**src/rtl/countdown_mod_timer_if.sv**
```systemverilog
// Control/preset inputs and digit/status outputs of the MM:SS countdown timer.
// Strobes (tick, load, start, pause, ack) are single-cycle level samples taken on clk; there is no valid/ready backpressure.
interface countdown_mod_timer_if;
  logic       tick;
  logic       load;
  logic [2:0] ld_mt;
  logic [3:0] ld_mu;
  logic [2:0] ld_st;
  logic [3:0] ld_su;
  logic       start;
  logic       pause;
  logic       ack;
  logic [2:0] min_t;
  logic [3:0] min_u;
  logic [2:0] sec_t;
  logic [3:0] sec_u;
  logic       running;
  logic       expired;
  logic       alarm_active;
  logic [1:0] state;

  modport master (
    output tick, load, ld_mt, ld_mu, ld_st, ld_su, start, pause, ack,
    input  min_t, min_u, sec_t, sec_u, running, expired, alarm_active, state
  );

  modport slave (
    input  tick, load, ld_mt, ld_mu, ld_st, ld_su, start, pause, ack,
    output min_t, min_u, sec_t, sec_u, running, expired, alarm_active, state
  );
endinterface

```
**src/rtl/countdown_mod_timer.sv**
```systemverilog
// Down-counting BCD MM:SS timer with borrow chain, pause/resume and expiry alarm.
// Optional AUTO_RELOAD_EN: reload the last loaded preset at expiry and keep running.
module countdown_mod_timer #(
  parameter int MIN_TENS_MAX = 5,
  parameter int SEC_TENS_MAX = 5
) (
  input  logic                  clk,
  input  logic                  rst,
  countdown_mod_timer_if.slave  bus
);

  typedef enum logic [1:0] {
    S_IDLE  = 2'b00,
    S_RUN   = 2'b01,
    S_PAUSE = 2'b10,
    S_DONE  = 2'b11
  } state_e;

  localparam logic [2:0] MT_MAX = 3'(MIN_TENS_MAX);
  localparam logic [2:0] ST_MAX = 3'(SEC_TENS_MAX);

  state_e     state_q, state_d;
  logic [2:0] mt_q, mt_d;
  logic [3:0] mu_q, mu_d;
  logic [2:0] st_q, st_d;
  logic [3:0] su_q, su_d;
  logic       expired_q, expired_d;

  logic [2:0] ld_mt_c, ld_st_c;
  logic [3:0] ld_mu_c, ld_su_c;
  logic [2:0] mt_dec, st_dec;
  logic [3:0] mu_dec, su_dec;
  logic       borrow_su, borrow_st, borrow_mu;
  logic       at_zero, at_one;

`ifdef AUTO_RELOAD_EN
  logic [13:0] reload_q, reload_d;
`endif

  // Clamp presets so the counter never holds a non-BCD or out-of-range digit.
  always_comb begin
    ld_mt_c = (bus.ld_mt > MT_MAX) ? MT_MAX : bus.ld_mt;
    ld_st_c = (bus.ld_st > ST_MAX) ? ST_MAX : bus.ld_st;
    ld_mu_c = (bus.ld_mu > 4'd9)   ? 4'd9   : bus.ld_mu;
    ld_su_c = (bus.ld_su > 4'd9)   ? 4'd9   : bus.ld_su;
  end

  always_comb begin
    borrow_su = (su_q == 4'd0);
    su_dec    = borrow_su ? 4'd9 : su_q - 4'd1;
    borrow_st = borrow_su && (st_q == 3'd0);
    st_dec    = borrow_su ? ((st_q == 3'd0) ? ST_MAX : st_q - 3'd1) : st_q;
    borrow_mu = borrow_st && (mu_q == 4'd0);
    mu_dec    = borrow_st ? ((mu_q == 4'd0) ? 4'd9 : mu_q - 4'd1) : mu_q;
    mt_dec    = borrow_mu ? mt_q - 3'd1 : mt_q;
    at_zero   = ({mt_q, mu_q, st_q, su_q} == 14'd0);
    at_one    = ({mt_q, mu_q, st_q, su_q} == 14'd1);
  end

  always_comb begin
    state_d   = state_q;
    mt_d      = mt_q;
    mu_d      = mu_q;
    st_d      = st_q;
    su_d      = su_q;
    expired_d = 1'b0;
`ifdef AUTO_RELOAD_EN
    reload_d  = reload_q;
`endif
    if (bus.load) begin
      mt_d    = ld_mt_c;
      mu_d    = ld_mu_c;
      st_d    = ld_st_c;
      su_d    = ld_su_c;
      state_d = S_IDLE;
`ifdef AUTO_RELOAD_EN
      reload_d = {ld_mt_c, ld_mu_c, ld_st_c, ld_su_c};
`endif
    end else begin
      case (state_q)
        S_IDLE: begin
          if (bus.start && !at_zero) state_d = S_RUN;
        end
        S_RUN: begin
          if (bus.pause) begin
            state_d = S_PAUSE;
          end else if (bus.tick && !at_zero) begin
            if (at_one) begin
              expired_d = 1'b1;
`ifdef AUTO_RELOAD_EN
              if (reload_q != 14'd0) begin
                {mt_d, mu_d, st_d, su_d} = reload_q;
              end else begin
                {mt_d, mu_d, st_d, su_d} = 14'd0;
                state_d = S_DONE;
              end
`else
              {mt_d, mu_d, st_d, su_d} = 14'd0;
              state_d = S_DONE;
`endif
            end else begin
              mt_d = mt_dec;
              mu_d = mu_dec;
              st_d = st_dec;
              su_d = su_dec;
            end
          end
        end
        S_PAUSE: begin
          if (!bus.pause && bus.start) state_d = S_RUN;
        end
        S_DONE: begin
          if (bus.ack) state_d = S_IDLE;
        end
        default: state_d = S_IDLE;
      endcase
    end
  end

  always_ff @(posedge clk or negedge rst) begin
    if (!rst) begin
      state_q   <= S_IDLE;
      mt_q      <= 3'd0;
      mu_q      <= 4'd0;
      st_q      <= 3'd0;
      su_q      <= 4'd0;
      expired_q <= 1'b0;
    end else begin
      state_q   <= state_d;
      mt_q      <= mt_d;
      mu_q      <= mu_d;
      st_q      <= st_d;
      su_q      <= su_d;
      expired_q <= expired_d;
    end
  end

`ifdef AUTO_RELOAD_EN
  always_ff @(posedge clk or negedge rst) begin
    if (!rst) reload_q <= 14'd0;
    else      reload_q <= reload_d;
  end
`endif

  assign bus.min_t        = mt_q;
  assign bus.min_u        = mu_q;
  assign bus.sec_t        = st_q;
  assign bus.sec_u        = su_q;
  assign bus.state        = state_q;
  assign bus.running      = (state_q == S_RUN);
  assign bus.alarm_active = (state_q == S_DONE);
  assign bus.expired      = expired_q;

endmodule

```
**src/flat_wrapper.sv**
```systemverilog
// flat-port wrapper written by rule: the top's interface ports become plain ports
module countdown_mod_timer_flat 
#(
  parameter int MIN_TENS_MAX = 5,
  parameter int SEC_TENS_MAX = 5
)
  (clk, rst, bus_tick, bus_load, bus_ld_mt, bus_ld_mu, bus_ld_st, bus_ld_su, bus_start, bus_pause, bus_ack, bus_min_t, bus_min_u, bus_sec_t, bus_sec_u, bus_running, bus_expired, bus_alarm_active, bus_state);
  countdown_mod_timer_if bus_i ();
  input  logic clk;
  input  logic rst;
  input wire logic [$bits(bus_i.tick)-1:0] bus_tick;
  input wire logic [$bits(bus_i.load)-1:0] bus_load;
  input wire logic [$bits(bus_i.ld_mt)-1:0] bus_ld_mt;
  input wire logic [$bits(bus_i.ld_mu)-1:0] bus_ld_mu;
  input wire logic [$bits(bus_i.ld_st)-1:0] bus_ld_st;
  input wire logic [$bits(bus_i.ld_su)-1:0] bus_ld_su;
  input wire logic [$bits(bus_i.start)-1:0] bus_start;
  input wire logic [$bits(bus_i.pause)-1:0] bus_pause;
  input wire logic [$bits(bus_i.ack)-1:0] bus_ack;
  output wire logic [$bits(bus_i.min_t)-1:0] bus_min_t;
  output wire logic [$bits(bus_i.min_u)-1:0] bus_min_u;
  output wire logic [$bits(bus_i.sec_t)-1:0] bus_sec_t;
  output wire logic [$bits(bus_i.sec_u)-1:0] bus_sec_u;
  output wire logic [$bits(bus_i.running)-1:0] bus_running;
  output wire logic [$bits(bus_i.expired)-1:0] bus_expired;
  output wire logic [$bits(bus_i.alarm_active)-1:0] bus_alarm_active;
  output wire logic [$bits(bus_i.state)-1:0] bus_state;
  assign bus_i.tick = bus_tick;
  assign bus_i.load = bus_load;
  assign bus_i.ld_mt = bus_ld_mt;
  assign bus_i.ld_mu = bus_ld_mu;
  assign bus_i.ld_st = bus_ld_st;
  assign bus_i.ld_su = bus_ld_su;
  assign bus_i.start = bus_start;
  assign bus_i.pause = bus_pause;
  assign bus_i.ack = bus_ack;
  assign bus_min_t = bus_i.min_t;
  assign bus_min_u = bus_i.min_u;
  assign bus_sec_t = bus_i.sec_t;
  assign bus_sec_u = bus_i.sec_u;
  assign bus_running = bus_i.running;
  assign bus_expired = bus_i.expired;
  assign bus_alarm_active = bus_i.alarm_active;
  assign bus_state = bus_i.state;
  countdown_mod_timer #(.MIN_TENS_MAX(MIN_TENS_MAX), .SEC_TENS_MAX(SEC_TENS_MAX)) u_core (.clk(clk), .rst(rst), .bus(bus_i));
endmodule
```
**config.mk**
```make
export PLATFORM = sky130hd
export DESIGN_NAME = countdown_mod_timer_flat
export DESIGN_NICKNAME = d
export VERILOG_FILES = /design/src/rtl/countdown_mod_timer_if.sv /design/src/rtl/countdown_mod_timer.sv /design/src/flat_wrapper.sv
export SDC_FILE = /design/constraint.sdc
export NUM_CORES = 1
export LEC_CHECK = 0
export ABC_CLOCK_PERIOD_IN_PS = 6100
export BUFFER_PORTS_ARGS = -buffer_cell sky130_fd_sc_hd__buf_2
export CORE_MARGIN = 10
export CORE_UTILIZATION = 38
export DETAILED_ROUTE_END_ITERATION = 16
export PLACE_DENSITY = 0.72
export SKIP_LAST_GASP = 1
export SYNTH_ARGS = -nofsm -noshare
export SYNTH_HDL_FRONTEND = slang
export SYNTH_SLANG_ARGS = --single-unit
```
**constraint.sdc**
```tcl
create_clock -name clk -period 6.1 [get_ports clk]
set_input_delay 1.22 -clock clk [delete_from_list [all_inputs] [get_ports clk]]
set_output_delay 1.22 -clock clk [all_outputs]
set_load 0.01 [all_outputs]
```
==> results.yml <==
logic_synthesis:
  synth_seq_cells: 17
  synthTopCellsByArea: "dfrtp_1, a21oi_1, ha_1"
  yosysWarnings: 0
  yosysTopAreaCell: "dfrtp_1"
  syn_area_per_cell_sq_um: 8.56
  syn_inst: 143
  synth-edff-count: 0
  syn_nets: 169
  synthFlopType: "dfrtp_1"
  synthDistinctLibCells: 45
  syn_area_sq_um: 1220
  async_reset_ff_share_pct: 100
  yosysTopAreaCellShare_pct: 34.8
  seq_area_frac_synth_pct: 34.8
floorplan:
  top_level_ports: 40
  die_w_microns: 76.7
  core_area_sq_um: 3080
  fp.dieH_microns: 76.7
  std_cell_rows: 20
  start_util_pct: 39.8
  die_area_sq_um: 5890
final_layout:
  final_cell_mix: "buf_2, dfrtp_1, a21oi_1"
  layout_commonest_cell: "buf_2"
  final_nets: 209
  post-route-util_pct: 47.9
  synthToLayoutAreaGrowth_pct: 20.6
  n_antenna_cell: 0
  drive_gt1_share_pct: 27.5
  design_area_sq_um: 1480
power_and_ir_drop:
  leakage_nw: 0.688
  p_per_area_nw_per_um2: 350
  peakVddDrop_mv: 0.141
  power_uw: 517
clocking:
  post-cts-setup-buffers: 0
  tritoncts: "built"
  clkTransAtPathRegs_ns: 0.11
  cts_root_buffer: "clkbuf_4"
  clk_latency_ns: 0.29
  htree_levels: 1
  cts-buffers-inserted: 3
  clk_path_buf_depth: 2
  cts_resized: 0
  cts_sinks: 17
  ctsHoldBuffers: 0
critical_path:
  critPathMaxStageDelay_ns: 0.37
  crit_path_start: "bus_load"
  r2r_cells: 8
  r2r-end: "u_core.bus.min_u[3]"
  critPathMaxFanout: 17
  crit_chain: "buf_2 > a41o_2 > nor2_1 > or2_1 > mux2_2"
  start_kind: "input port"
  critPathKind: "input port to flop"
  r2r-start: "u_core.bus.sec_u[0]"
  cp_slowest_cell: "a41o_2"
  rrSetupSlack_ns: 3.72
  crit_required_ns: 6.29
  critPathArrivalTime_ns: 2.67
  setup.worst_path.end_class: "flop"
worst_hold_path:
  hold_depth: 1
  min_to: "u_core.bus.min_u[3]"
  hold_class: "flop to flop"
  hold_start: "u_core.bus.min_u[3]"
global_route:
  grt-busiest-layer: "met2"
  grt_use_met2_pct: 19.0
  grt_overflow: 0
  use_met1_pct: 14.2
  grt_pass1_vias: 1276
  grt_first_pass_wirelength_mm: 5.95
  antenna_found_initial: 0
  grt_usage_pct: 11.9
  grt_max_degree: 18
  grtUsageMet3_pct: 4.90
routing:
  viasPerCell: 5.51
  drtAntennaViolNets: 0
  route.vias.total: 1245
  wirelength_mm: 3.44
  drt-pass1-iter-count: 4
  wl_per_cell_microns: 15.2
  post-route-drc-count: 0
  drt_iter0_markers: 53
run:
  maxCapViolations: 0
outcome:
  status: "finished clean"
place:
  dp_hpwl_mm: 2.72
  placed_area_sq_um: 1450
  port-buffer-count: 39
  gp_congestion: 0.866
sta:
  hold_ws_ns: 0.639
  tns_ns: 0
  hold_viol: 0
  worstMarginPinSlew_ns: 0.688
  min_period_ns: 2.48
  fmax_mhz: 404
  drv_slew: 0
  setup_viol: 0
  maxSlewHeadroom_pct: 54.0
  clock_skew_ns: 0.00645
  rsz0062_at_grt: "no"
  min_period_over_period_pct: 40.6
-- flip-flops by register name (all words and copies together) (netlist names) --
register	flops
u_core.bus.min_u	4
u_core.bus.sec_u	4
u_core.bus.min_t	3
u_core.bus.sec_t	3
u_core.bus.state	2
u_core.bus.expired	1
-- kinds of logic (layout without fill, tap and decap cells) --
family / after synthesis / after routing / synth area share (%)
simple gates: 56 / 56 / 26.2
compound gates: 45 / 45 / 24.5
flops: 17 / 17 / 34.8
buf+inv: 16 / 55 / 6.03
fa+ha+maj: 5 / 5 / 5.11
mux: 3 / 3 / 2.66
xor+xnor: 1 / 1 / 0.716
-- stage by stage --
step / instances / setup slack [ns]
after floorplan: 143 / 3.56
after CTS: 226 / 3.66
after global routing: 226 / 3.53
after detailed placement: 222 / 3.33
after global placement: 222 / 3.40
final: 226 / 3.62
-- worst max-delay path: cells and delay by family --
| kind | cells | cell delay [ns] |
|---|---|---|
| AND/OR/NAND/NOR | 2 | 0.51 |
| multiplexers | 1 | 0.36 |
| AO/OA/AOI/OAI | 1 | 0.37 |
| buffers and inverters | 1 | 0.19 |
-- routing by layer --
metal	part of all wire, %	routed length (microns)	up-vias
met3	8.0	274	2
met4	0.29	10	0
met1	44	1520	592
li1	-	-	610
met5	0	0	-
met2	48	1640	41
-- area by class of cell --
| type | count | area, sq um |
|---|---|---|
| inverter | 11 | 41.3 |
| fill | 313 | 1600 |
| clock buffer | 4 | 26.3 |
| sequential | 17 | 425 |
| tap | 44 | 55.1 |
| multi-input combinational | 110 | 724 |
| timing repair buffer | 40 | 203 |
-- Yosys cell counts (2+ instances only) --
cell	n
nor4b_1	2
nand2_1	11
nor2_1	15
nand3_1	2
nor2b_1	2
and2_1	2
o31ai_1	2
o21ai_0	6
mux2_2	2
a31oi_1	2
inv_1	11
nor3b_1	2
ha_1	5
o21bai_1	2
o22ai_1	2
o21a_1	2
a21oi_1	16
buf_2	2
o32a_1	4
nor3_1	8
nand4_1	2
nor4_4	2
dfrtp_1	17
-- worst max-delay path by stage --
| stage | endpoint | slack [ns] | cells after the start |
|---|---|---|---|
| after CTS | u_core.bus.min_u[3] | 3.66 | 5 |
| final | u_core.bus.min_u[3] | 3.62 | 5 |
| after global routing | u_core.bus.min_u[3] | 3.53 | 8 |
| after global placement | u_core.bus.min_u[3] | 3.40 | 5 |
| after detailed placement | u_core.bus.min_u[3] | 3.33 | 5 |
| after floorplan | u_core.bus.state[0] | 3.56 | 5 |
-- power by group --
| part | internal, mW | switching (mW) |
|---|---|---|
| clock network | 0.0254 | 0.0372 |
| registers | 0.149 | 0.0618 |
| logic | 0.112 | 0.131 |
| total | 0.287 | 0.230 |
(Power assumes the default switching activity.)
